===== config.mk =====
export PLATFORM = sky130hd
export DESIGN_NAME = jeff_alu_sliced
export DESIGN_NICKNAME = d
export VERILOG_FILES = /design/src/rtl/jeff_alu_sliced_pkg.sv /design/src/rtl/jeff_alu_sliced_slice.sv /design/src/rtl/jeff_alu_sliced.sv
export SDC_FILE = /design/constraint.sdc
export NUM_CORES = 1
export LEC_CHECK = 0
export ABC_AREA = 1
export CAP_MARGIN = 20
export CORE_ASPECT_RATIO = 1.75
export CORE_MARGIN = 5
export CORE_UTILIZATION = 52
export DETAILED_ROUTE_END_ITERATION = 12
export PLACE_DENSITY_LB_ADDON = 0.2
export SETUP_SLACK_MARGIN = 0.15
export SLEW_MARGIN = 5
export SYNTH_ARGS = -nofsm -noshare
export SYNTH_HDL_FRONTEND = slang
export SYNTH_SLANG_ARGS = --single-unit

===== constraint.sdc =====
create_clock -name clk -period 2.84 [get_ports clk]
set_input_delay 0.568 -clock clk [delete_from_list [all_inputs] [get_ports clk]]
set_output_delay 0.568 -clock clk [all_outputs]
set_load 0.1 [all_outputs]

===== src/rtl/jeff_alu_sliced_pkg.sv =====
// Shared definitions for jeff_alu_sliced: slice width, FSM states and
// named '181 function-select codes.
package jeff_alu_sliced_pkg;

  localparam int SLICE_W = 4;

  typedef enum logic [1:0] {
    ST_IDLE = 2'd0,
    ST_RUN  = 2'd1,
    ST_DONE = 2'd2
  } state_t;

  // Function selects (active-high data). S_XOR is meaningful with m=1.
  localparam logic [3:0] S_ADD    = 4'b1001;
  localparam logic [3:0] S_SUB_M1 = 4'b0110;
  localparam logic [3:0] S_XOR    = 4'b0110;

endpackage


===== src/rtl/jeff_alu_sliced_slice.sv =====
// Combinational 4-bit '181-equivalent slice (active-high data, active-low
// carries at the boundary). c3 is the active-high carry into bit 3, used
// for signed overflow when JEFF_ALU_SLICED_OVF_EN is defined at the top.
module alu_slice_4bit
  import jeff_alu_sliced_pkg::*;
(
  input  logic [3:0] a,
  input  logic [3:0] b,
  input  logic [3:0] s,
  input  logic       m,
  input  logic       cin_n,
  output logic [3:0] f,
  output logic       cout_n,
  output logic       c3
);

  logic [3:0] w_p;
  logic [3:0] w_g;
  logic [4:0] w_c;

  // '181 internal terms: w_p is the "propagate" word, w_g the "generate"
  // word; arithmetic result is w_p + w_g + carry, logic is ~(w_p ^ w_g).
  always_comb begin
    w_p = a | (b & {4{s[0]}}) | (~b & {4{s[1]}});
    w_g = (a & ~b & {4{s[2]}}) | (a & b & {4{s[3]}});
    w_c = '0;
    w_c[0] = ~cin_n;
    for (int i = 0; i < SLICE_W; i++) begin
      w_c[i+1] = w_g[i] | (w_p[i] & w_c[i]);
    end
    f      = w_p ^ w_g ^ (m ? 4'hF : w_c[3:0]);
    cout_n = ~w_c[4];
    c3     = w_c[3];
  end

endmodule


===== src/rtl/jeff_alu_sliced.sv =====
// Multi-cycle WIDTH-bit '181-style ALU: one 4-bit slice per clock, LSB
// slice first, carry rippled through a register.
// Optional: define JEFF_ALU_SLICED_OVF_EN to add the signed-overflow
// output ovf.
module jeff_alu_sliced
  import jeff_alu_sliced_pkg::*;
#(
  parameter int WIDTH = 16
) (
  input  logic             clk,
  input  logic             rst,
  input  logic             in_valid,
  output logic             in_ready,
  input  logic [WIDTH-1:0] a,
  input  logic [WIDTH-1:0] b,
  input  logic [3:0]       s,
  input  logic             m,
  input  logic             ci,
  output logic             out_valid,
  input  logic             out_ready,
  output logic [WIDTH-1:0] f,
  output logic             co,
  output logic             aeqb
`ifdef JEFF_ALU_SLICED_OVF_EN
  ,
  output logic             ovf
`endif
);

  localparam int NSLICES = WIDTH / SLICE_W;
  localparam int IDX_W   = (NSLICES > 1) ? $clog2(NSLICES) : 1;
  localparam logic [IDX_W-1:0] LAST_IDX = IDX_W'(NSLICES - 1);

  state_t            r_state;
  state_t            w_state_next;
  logic [WIDTH-1:0]  r_a;
  logic [WIDTH-1:0]  r_b;
  logic [3:0]        r_s;
  logic              r_m;
  logic              r_carry;
  logic [IDX_W-1:0]  r_idx;
  logic [WIDTH-1:0]  r_f;
  logic              r_co;
  logic              r_aeqb;
  logic              r_out_valid;
  logic [3:0]        w_slice_f;
  logic              w_cout_n;
  logic              w_c3;
  logic [WIDTH-1:0]  w_f_next;
  logic              w_last;
  logic              w_accept;
  logic              w_release;

  alu_slice_4bit u_slice (
    .a      (r_a[r_idx*SLICE_W +: SLICE_W]),
    .b      (r_b[r_idx*SLICE_W +: SLICE_W]),
    .s      (r_s),
    .m      (r_m),
    .cin_n  (r_carry),
    .f      (w_slice_f),
    .cout_n (w_cout_n),
    .c3     (w_c3)
  );

  assign in_ready  = (r_state == ST_IDLE) && !rst;
  assign w_accept  = in_valid && in_ready;
  assign w_release = (r_state == ST_DONE) && out_ready;
  assign w_last    = (r_idx == LAST_IDX);
  assign out_valid = r_out_valid;
  assign f         = r_f;
  assign co        = r_co;
  assign aeqb      = r_aeqb;

  // Result word with the current slice merged in.
  always_comb begin
    w_f_next = r_f;
    w_f_next[r_idx*SLICE_W +: SLICE_W] = w_slice_f;
  end

  // State register.
  always_ff @(posedge clk or posedge rst) begin
    if (rst) r_state <= ST_IDLE;
    else     r_state <= w_state_next;
  end

  // Next-state decode.
  always_comb begin
    w_state_next = r_state;
    case (r_state)
      ST_IDLE: if (w_accept)  w_state_next = ST_RUN;
      ST_RUN:  if (w_last)    w_state_next = ST_DONE;
      ST_DONE: if (w_release) w_state_next = ST_IDLE;
      default:                w_state_next = ST_IDLE;
    endcase
  end

  // Operand capture, slice sequencing and result/flag registers.
  always_ff @(posedge clk or posedge rst) begin
    if (rst) begin
      r_a         <= '0;
      r_b         <= '0;
      r_s         <= '0;
      r_m         <= 1'b0;
      r_carry     <= 1'b0;
      r_idx       <= '0;
      r_f         <= '0;
      r_co        <= 1'b1;
      r_aeqb      <= 1'b0;
      r_out_valid <= 1'b0;
    end else begin
      case (r_state)
        ST_IDLE: begin
          if (w_accept) begin
            r_a     <= a;
            r_b     <= b;
            r_s     <= s;
            r_m     <= m;
            r_carry <= ci;
            r_idx   <= '0;
          end
        end
        ST_RUN: begin
          r_f     <= w_f_next;
          // Logic mode breaks the carry chain; carry stays "none".
          r_carry <= r_m ? 1'b1 : w_cout_n;
          r_idx   <= r_idx + 1'b1;
          if (w_last) begin
            r_co        <= r_m ? 1'b1 : w_cout_n;
            r_aeqb      <= &w_f_next;
            r_out_valid <= 1'b1;
          end
        end
        ST_DONE: begin
          if (w_release) begin
            r_out_valid <= 1'b0;
            r_aeqb      <= 1'b0;
          end
        end
        default: ;
      endcase
    end
  end

`ifdef JEFF_ALU_SLICED_OVF_EN
  logic r_ovf;
  assign ovf = r_ovf;

  // Signed overflow: carry into MSB differs from carry out of MSB.
  always_ff @(posedge clk or posedge rst) begin
    if (rst) begin
      r_ovf <= 1'b0;
    end else if (r_state == ST_IDLE && w_accept) begin
      r_ovf <= 1'b0;
    end else if (r_state == ST_RUN && w_last) begin
      r_ovf <= r_m ? 1'b0 : (w_c3 ^ ~w_cout_n);
    end
  end
`endif

endmodule


Yosys cells after proc, flatten, opt, wreduce, memory -nomap -nowiden
Index checks and enable logic that the tools add are counted.
{"block": "word_totals", "ff_bits": 61, "output_inout_bits": 20, "elab_cells": 74}
{"block": "classes", "n_addsub": 2, "eq_ne": 6, "shifts": 4, "n_mux": 16, "bitwise": 22, "n_reduce_logical": 13}
{"operator": "$neg A4 Y34", "n": 1}
{"operator": "$shift A4 B34 Y16 const A", "n": 1}
{"operator": "$shiftx A4 B34 Y16", "n": 1}
{"operator": "$shiftx A16 B5 Y4", "n": 2}
{"operator": "$and A4 B4 Y4", "n": 6}
{"operator": "$bwmux W16", "n": 1}
{"operator": "$reduce_and A16 Y1", "n": 1}
{"operator": "$or A4 B4 Y4", "n": 3}
{"operator": "$mux W2", "n": 4}
{"operator": "$xor A4 B4 Y4", "n": 2}
{"operator": "$ne A2 B2 Y1 const B", "n": 3}
{"operator": "$pmux W1 S2", "n": 3}
{"operator": "$pmux W2 S3", "n": 1}
{"operator": "$reduce_and A2 Y1", "n": 3}
{"operator": "$reduce_and A3 Y1", "n": 2}
{"operator": "$mux W1", "n": 5}
{"operator": "$and A1 B1 Y1", "n": 4}
{"operator": "$eq A2 B2 Y1 const B", "n": 2}
{"operator": "$mux W4", "n": 1}
{"operator": "$not A4 Y4", "n": 1}
{"operator": "$or A1 B1 Y1", "n": 4}
{"operator": "$pmux W2 S2", "n": 1}
{"operator": "$reduce_bool A2 Y1", "n": 2}
{"operator": "$logic_and A1 B1 Y1", "n": 3}
{"operator": "5 further kinds", "n": 6}

Logic depth before layout (Yosys ltp)
Gate-level depths: netlist of the first run.
{"block": "depth", "depth_word": 17, "mapped_depth": 20}

Hierarchy
A second synthesis of the first run with hierarchy kept.
{"block": "hier_totals", "cells_unflattened": 362, "area_unflattened_um2": 3359.5}
{"mod": "jeff_alu_sliced", "instances": 1, "cells_each": 311, "area_per_inst_um2": 3093.0, "seq_area_each_um2": 1527.7}
{"mod": "alu_slice_4bit", "instances": 1, "cells_each": 51, "area_per_inst_um2": 266.5, "seq_area_each_um2": 0.0}

Worst setup path before layout of the first run
No wires, ideal clock.
{"block": "synth_path", "kind": "input-to-reg", "startpoint": "input rst", "endpoint": "register r_carry", "t_arrival_ns": 3.656, "required_time_ns": 2.708, "path_slack_ns": -0.948, "path_stages": 6, "n_path_buf": 2, "cell_sequence": "nor3_1 -> nand2_1 -> clkbuf_1 -> clkbuf_1 -> nand2_1 -> o211ai_1"}
{"block": "synth_between", "elab_chain_cells": 5}
{"element": "from (decl)", "line": "jeff_alu_sliced.sv:11", "source": "input logic rst,"}
{"element": "$logic_not A1 Y1 (no line)"}
{"element": "$logic_and A1 B1 Y1", "line": "jeff_alu_sliced.sv:65", "source": "assign in_ready = (r_state == ST_IDLE) && !rst;"}
{"element": "$logic_and A1 B1 Y1", "line": "jeff_alu_sliced.sv:66", "source": "assign w_accept = in_valid && in_ready;"}
{"element": "$ne A2 B2 Y1 (no line)"}
{"element": "$reduce_and A2 Y1 (no line)"}
{"element": "to (signal assigned)", "line": "jeff_alu_sliced.sv:118", "source": "r_carry <= ci;"}
{"element": "to (signal assigned)", "line": "jeff_alu_sliced.sv:125", "source": "r_carry <= r_m ? 1'b1 : w_cout_n;"}
{"element": "to (decl)", "line": "jeff_alu_sliced.sv:40", "source": "logic r_carry;"}
No other way between the ends.
A chain may end at the register's enable or synchronous reset.

Final worst setup path of the first run
{"block": "layout_path", "startpoint": "register r_idx[1]", "endpoint": "register r_aeqb, in the netlist aeqb"}
{"block": "layout_between", "elab_chain_cells": 17, "elab_cells_between_ends": 31, "classes_between": "add/sub: 1; eq/ne: 2; shift: 4; mux: 4; bitwise: 18; reduce/logical: 2"}
{"element": "from (decl)", "line": "jeff_alu_sliced.sv:41", "source": "logic [IDX_W-1:0] r_idx;"}
{"element": "from (signal assigned)", "line": "jeff_alu_sliced.sv:126", "source": "r_idx <= r_idx + 1'b1;"}
{"element": "$shiftx A16 B5 Y4", "line": "jeff_alu_sliced.sv:56", "source": ".b (r_b[r_idx*SLICE_W +: SLICE_W]),"}
{"element": "$and A4 B4 Y4 or $not A4 Y4 (tied branches)", "line": "jeff_alu_sliced_slice.sv:24, jeff_alu_sliced_slice.sv:25"}
{"element": "$or A4 B4 Y4, or another cell as far along", "line": "jeff_alu_sliced_slice.sv:24", "source": "w_p = a | (b & {4{s[0]}}) | (~b & {4{s[1]}});"}
{"element": "$or A4 B4 Y4 or $and A4 B4 Y4 (tied branches)", "line": "jeff_alu_sliced_slice.sv:24, jeff_alu_sliced_slice.sv:25"}
{"element": "$and A1 B1 Y1 or $or A4 B4 Y4 (tied branches)", "line": "jeff_alu_sliced_slice.sv:29, jeff_alu_sliced_slice.sv:25"}
{"element": "$or A1 B1 Y1", "line": "jeff_alu_sliced_slice.sv:29", "source": "w_c[i+1] = w_g[i] | (w_p[i] & w_c[i]);"}
{"element": "$and A1 B1 Y1", "line": "jeff_alu_sliced_slice.sv:29"}
{"element": "$or A1 B1 Y1", "line": "jeff_alu_sliced_slice.sv:29"}
{"element": "$and A1 B1 Y1", "line": "jeff_alu_sliced_slice.sv:29"}
{"element": "$or A1 B1 Y1", "line": "jeff_alu_sliced_slice.sv:29"}
{"element": "$mux W4", "line": "jeff_alu_sliced_slice.sv:31", "source": "f = w_p ^ w_g ^ (m ? 4'hF : w_c[3:0]);"}
{"element": "$xor A4 B4 Y4", "line": "jeff_alu_sliced_slice.sv:31"}
{"element": "$shiftx A4 B34 Y16", "line": "jeff_alu_sliced.sv:77", "source": "w_f_next[r_idx*SLICE_W +: SLICE_W] = w_slice_f;"}
{"element": "$bwmux W16", "line": "jeff_alu_sliced.sv:77"}
{"element": "$reduce_and A16 Y1", "line": "jeff_alu_sliced.sv:129", "source": "r_aeqb <= &w_f_next;"}
{"element": "$mux W1", "line": "jeff_alu_sliced.sv:127", "source": "if (w_last) begin"}
{"element": "$pmux W1 S2", "line": "jeff_alu_sliced.sv:111", "source": "case (r_state)"}
{"element": "to (signal assigned)", "line": "jeff_alu_sliced.sv:129"}
{"element": "to (decl)", "line": "jeff_alu_sliced.sv:44", "source": "logic r_aeqb;"}
Parallel ways exist; a longest one is shown, timed or not. The select of a mux whose other input is x is not followed.

==> qor.txt, run 1 <==
outcome: complete, no violations
ranking of synthesized cells by area: dfrtp_1, nand2_1, mux2_2
Critical Setup Path Class: flop to flop
Worst Path Required: 3130 ps
DRC viols: 0
die area: 8080 sq um
largest net degree at the start of global routing: 49
total number of vias: 2961
proportion of synthesized area in mux cells: 9.58%
CTS tree: done
most frequent cells in the layout: nand2_1, dfrtp_1, nand3_1
Final HPWL DP: 6130 um
Post-CTS Hold Buffers: 0
complex-gate fraction of the synthesized area: 6.84%
Final setup viols: 0
leading cell type in the layout, fill and taps excluded: nand2_1
Ports: 62
fmax: 0.422 GHz
post-synth top area share: 45.6%
gr usage total: 21.5%
Fin. Hold Viols: 0
hold crit path type: flop to flop
fillcell total: 551
post-CTS sizing: 0
Netlist Area Pre-Place: 3290 sq um
Post-Synth Adder-Cell Area: 2.28%
Max FO, Critical Path: 14
Initial Util: 53.2%
post-DR vias/cell: 5.34
# nets final: 517
MaxCap Viol Count: 0
Rel. slew slack: 60.9%
synthesized flop and latch total: 61
post-route worst setup slack: 471 ps
largest family of logic cells by synthesized area: simple AND/OR/NAND/NOR gates
initial antenna violation count: 0
crit end category: flop
pre-CTS setup slack: 484 ps
DR pass1 iterations: 4
post-synthesis cell count: 404
setup bufs post-CTS: 0
Routed WL per cell: 14.4 um
area delta synth->final: 26.9%
Worst Skew: 5.23 ps
number of max-slew violations in the final report: 0
CTS buffer count: 9
H-tree Lvls: 3
initial drt markers: 186
layout cell share with drive strength beyond 1: 18.4%
Core Util, Final: 67.6%
Die H: 115 um
xor/xnor cell area share of the yosys netlist: 0%
number of global-route vias before repair: 2913
Total Neg Setup Slack: 0 ps
Critical Path AT: 2660 ps
CTS sink cnt: 61
Worst Setup Start Kind: flop
ANT cells: 0
row cnt: 38
Synth warnings: 0
Least-Margin Pin Slew: 586 ps
area of the core: 6180 sq um
Clock Latency Late Sink: 350 ps
Synthesized Nets: 452
count of cell types in the netlist: 27
PortBufs: 61
clk root buf: clkbuf_8
syn avg cell area: 8.15 sq um
GP Congestion: 0.942
RSZ-0062 raised after global routing: false
Hold Path Stages: 2
cell taking the most area after synthesis: dfrtp_1
Final ANT Viol Nets: 0
wirelength, routed: 8000 um
first-pass GRT wire length: 13500 um
DIE WIDTH: 70.1 um
Seq/Total Area, Yosys: 46.4%
Tmin final: 2370 ps
Longest Clk Path Bufs: 2
reg2reg path depth: 13
total gr overflow: 0
simple-gate share of the synthesized area: 28.3%
Final period util: 83.4%
Clk pin slew, worst setup/hold paths: 70 ps
## per-stage QoR
stage / cell area (sq um) / cells / hold WS, ps
final: 4180 / 554 / 479
after floorplan: 3300 / 404 / 478
after global routing: 4180 / 554 / 491
after detailed placement: 3960 / 538 / 469
after global placement: 3960 / 538 / 463
after CTS: 4180 / 554 / 481
## final timing paths
check	from	end	slack, ps
worst min-delay path	co$_DFFE_PP1P_	co$_DFFE_PP1P_	480
worst min register to register	co$_DFFE_PP1P_	co$_DFFE_PP1P_	480
worst max-delay path	r_idx[1]$_DFFE_PP0P_	aeqb$_DFFE_PP0P_	470
min in group asynchronous	rst	out_valid$_DFFE_PP0P_	680
worst max register to register	r_idx[1]$_DFFE_PP0P_	aeqb$_DFFE_PP0P_	470
max in group asynchronous	rst	r_a[2]$_DFFE_PP0P_	1430
## cells in the mapped netlist (all sizes together)
| cell type | n |
|---|---|
| nand2 | 125 |
| a31oi | 10 |
| a21oi | 12 |
| nor3 | 2 |
| nor2 | 31 |
| ha | 6 |
| nor4 | 1 |
| dfrtp | 60 |
| inv | 38 |
| nand3 | 47 |
| o22ai | 1 |
| clkbuf | 8 |
| dfstp | 1 |
| o21ai | 17 |
| o211ai | 1 |
| buf | 7 |
| and2 | 1 |
| nand4 | 8 |
| mux2 | 28 |
## logic make-up (layout without fill, tap and decap cells)
group,Yosys count,count (layout)
mux,28,28
buf+inv,53,123
flops,61,61
fa+ha+maj,6,6
simple gates,215,215
compound gates,41,41
## cell type report
cell class | count | area (sq um) | area share, %
timing repair buffer | 69 | 633 | 15.2
clock inverter | 7 | 90.1 | 2.16
multi-input combinational | 290 | 1560 | 37.3
tap | 80 | 100 | 2.40
inverter | 38 | 143 | 3.42
sequential | 61 | 1530 | 36.6
clock buffer | 9 | 124 | 2.97
## worst max-delay path: stages, from the launching register on
cell and delay [ps]:
dfrtp_1 380, inv_1 350, ha_1 370, nor4_2 410
nand2_1 120, o21ai_2 80, nand2_1 60, nor2_1 90
nand2_1 50, nor2_1 100, nand3_1 80, nor2_1 90
nand3_1 70, nand2_1 60
## sequential cells by signal (all words and copies together), names as in the netlist
name / flops
r_s: 4
r_b: 16
r_idx: 2
r_carry: 1
r_m: 1
out_valid: 1
co: 1
aeqb: 1
r_state: 2
f: 16
r_a: 16
## per-layer routing
layer / vias to the layer above / routed length [um] / global-route usage (%) / part of all wire (%)
li1: 1455 / - / - / -
met1: 1415 / 2820 / 21.1 / 35
met2: 74 / 4570 / 41.1 / 57
met3: 17 / 306 / 6.04 / 3.8
met4: 0 / 301 / 9.97 / 3.8
met5: - / 0 / 0 / 0
Power of run 1 is left out: the tool's default activity adds up to more than one toggle a clock period on the data nets, which glitch-free logic cannot reach.
==> inputs of run 2 (changes only) <==
--- a/config.mk
+++ b/config.mk
@@ -9,7 +9,7 @@
 export CAP_MARGIN = 20
 export CORE_ASPECT_RATIO = 1.75
 export CORE_MARGIN = 5
-export CORE_UTILIZATION = 52
+export CORE_UTILIZATION = 47
 export DETAILED_ROUTE_END_ITERATION = 12
 export PLACE_DENSITY_LB_ADDON = 0.2
 export SETUP_SLACK_MARGIN = 0.15
==> constraint.sdc (replaced) <==
create_clock -name clk -period 1.9 [get_ports clk]
set_input_delay 0.38 -clock clk [delete_from_list [all_inputs] [get_ports clk]]
set_output_delay 0.38 -clock clk [all_outputs]
set_load 0.1 [all_outputs]
==> run 2 against run 1 <==
  * The flow now finishes with violations (negative setup slack)
  * Register-to-register slack worse by 840 ps
  * Non-clock buffer count is 39 higher
  * Utilization is 7.3 points higher
  * Worst hold slack worse by 170 ps
  * Routed wire length is 16% higher
  * First-iteration DRC count is 34% higher
  * Die area is 9.4% higher
  * Sequential share of layout area is 6.8 points lower
  * Clock skew hardly changed
  * Cell count is 7.6% higher
  * Count of clock-buffer cells in the layout is 5 higher
  * Critical path type unchanged
  * Largest cell class unchanged
==> qor.txt, run 2 (synthesis gave the netlist of run 1 again) <==
CP top delay family: simple AND/OR/NAND/NOR gates (unchanged)
crit end category: flop (unchanged)
Longest Clk Path Bufs: 2 (unchanged)
ANT cells: 0 (unchanged)
Final period util: 119% (was 83.4%)
# nets final: 556 (was 517)
die area: 8840 sq um (was 8080 sq um)
Worst Path Required: 2160 ps (was 3130 ps)
DR pass1 iterations: 4 (unchanged)
Worst Skew: 5.55 ps (was 5.23 ps)
row cnt: 40 (was 38)
H-tree Lvls: 3 (unchanged)
Routed WL per cell: 15.5 um (was 14.4 um)
total number of vias: 3162 (was 2961)
GP Congestion: 0.930 (was 0.942)
Critical Path AT: 2530 ps (was 2660 ps)
MaxCap Viol Count: 0 (unchanged)
Tmin final: 2270 ps (was 2370 ps)
hold crit path type: input port to async pin (was flop to flop)
Critical-path top delay cell: dfrtp_1 (was nor4_2)
number of max-slew violations in the final report: 0 (unchanged)
CTS buffer count: 9 (unchanged)
Ports: 62 (unchanged)
DRC viols: 0 (unchanged)
Critical Setup Path Class: flop to flop (unchanged)
Initial Util: 48.0% (was 53.2%)
PortBufs: 61 (unchanged)
area of the core: 6860 sq um (was 6180 sq um)
Total Neg Setup Slack: -1280 ps (was 0 ps)
pre-CTS setup slack: -321 ps (was 484 ps)
Final setup viols: 10 (was 0)
Die H: 121 um (was 115 um)
initial drt markers: 250 (was 186)
RSZ-0062 raised after global routing: true (was false)
slowest stage delay, CP: 400 ps (was 410 ps)
area delta synth->final: 56.0% (was 26.9%)
CP bufs+invs: 2 (was 1)
post-route worst setup slack: -368 ps (was 471 ps)
CTS tree: done (unchanged)
gr usage total: 21.9% (was 21.5%)
Seq. cell area: 1530 sq um (unchanged)
cell mode on critical path: nand2_2 (was nand2_1)
Least-Margin Pin Slew: 351 ps (was 586 ps)
clk root buf: clkbuf_16 (was clkbuf_8)
DIE WIDTH: 73.3 um (was 70.1 um)
Core Util, Final: 74.9% (was 67.6%)
dpl cell area: 4550 sq um (was 3960 sq um)
wirelength, routed: 9260 um (was 8000 um)
Final ANT Viol Nets: 0 (unchanged)
layout cell share with drive strength beyond 1: 35.4% (was 18.4%)
CP Cell Sequence: inv_2 > buf_12 > nand2_2 > nand2_2 > nand2_2 > nand2_4 > nand3_4 > nand2_1 > nand2_1 > nand2_2 > nand2_2 > o21ai_2 > nand2_2 > nor2_4 > nand2_2 > nor2_2 > nand3_1 > nor2_1 > nand3_1 > nand2_1 (was inv_1 > ha_1 > nor4_2 > nand2_1 > o21ai_2 > nand2_1 > nor2_1 > nand2_1 > nor2_1 > nand3_1 > nor2_1 > nand3_1 > nand2_1)
Clock Latency Late Sink: 330 ps (was 350 ps)
number of global-route vias before repair: 3231 (was 2913)
Fin. Hold Viols: 0 (unchanged)
post-route cell area: 5130 sq um (was 4180 sq um)
Final HPWL DP: 6680 um (was 6130 um)
CTS sink cnt: 61 (unchanged)
leading cell type in the layout, fill and taps excluded: nand2_1 (unchanged)
largest net degree at the start of global routing: 62 (was 49)
fillcell total: 448 (was 551)
Post-CTS Hold Buffers: 0 (unchanged)
Worst Setup Start Kind: flop (unchanged)
outcome: complete, but fails checks (was complete, no violations)
first-pass GRT wire length: 14700 um (was 13500 um)
initial antenna violation count: 0 (unchanged)
failing checks: negative setup slack
multi-input combinational cell area: 1850 sq um (was 1560 sq um)
Max FO, Critical Path: 6 (was 14)
Clk pin slew, worst setup/hold paths: 50 ps (was 70 ps)
most frequent cells in the layout: nand2_1, dfrtp_1, clkdlybuf4s50_1 (was nand2_1, dfrtp_1, nand3_1)
Rel. slew slack: 76.6% (was 60.9%)
post-DR vias/cell: 5.31 (was 5.34)
fmax: 0.441 GHz (was 0.422 GHz)
total gr overflow: 0 (unchanged)
run 2: cell types whose count changed in the layout (fill, tap and decap cells not counted), moves of 9 or more:
| cell | change |
|---|---|
| buf_4 | +12 |
| nand2_1 | -22 |
| buf_12 | +23 |
| nand3_1 | -16 |
| nand2_2 | +16 |
| nand3_2 | +13 |
| clkbuf_16 | +9 |
run 2: layout make-up:
class / instances / share of cell area (%)
inverter: 38 / 2.85
clock buffer: 14 / 5.34
sequential: 61 / 29.8
timing repair buffer: 108 / 23.9
multi-input combinational: 290 / 36.0
tap: 84 / 2.05
clock inverter: 1 / 0.0975
run 2: what timing repair did:
| item | in CTS | in global routing |
|---|---|---|
| hold endpoints to repair | 0 | 0 |
| setup endpoints to repair | 17 | 19 |
| gates resized for setup | 10 | 64 |
| buffers inserted | 1 | 5 |
| pin swaps | 3 | 30 |
run 2: routing by layer:
| metal | global-route usage (%) | up-vias | share of wire [%] |
|---|---|---|---|
| met5 | 0 | - | 0 |
| met1 | 21.3 | 1497 | 33 |
| met4 | 14.4 | 0 | 6.1 |
| met3 | 4.74 | 33 | 3.8 |
| li1 | - | 1539 | - |
| met2 | 39.6 | 93 | 57 |
run 2: final timing paths:
check	depth (start not counted)	to	from	slack, ps
worst max-delay path	20	aeqb$_DFFE_PP0P_	r_idx[0]$_DFFE_PP0P_	-370
worst min register to register	1	r_b[7]$_DFFE_PP0P_	r_b[7]$_DFFE_PP0P_	500
min in group clk	1	r_b[7]$_DFFE_PP0P_	r_b[7]$_DFFE_PP0P_	500
max in group asynchronous	3	r_m$_DFFE_PP0P_	rst	1280
worst min-delay path	3	r_state[1]$_DFFE_PP0P_	rst	310
worst max register to register	20	aeqb$_DFFE_PP0P_	r_idx[0]$_DFFE_PP0P_	-370
run 2: tightest hold or removal path, stage by stage:
cell	delay, ps
dlygate4sd2_1	290
clkinvlp_4	100
buf_12	270
run 2: stage by stage:
| stage | std cells | hold slack, ps |
|---|---|---|
| after detailed placement | 575 | 494 |
| after global routing | 596 | 373 |
| after CTS | 591 | 348 |
| final | 596 | 312 |
| after floorplan | 404 | 478 |
| after global placement | 575 | 487 |
Power of run 2 is left out for the same reason.
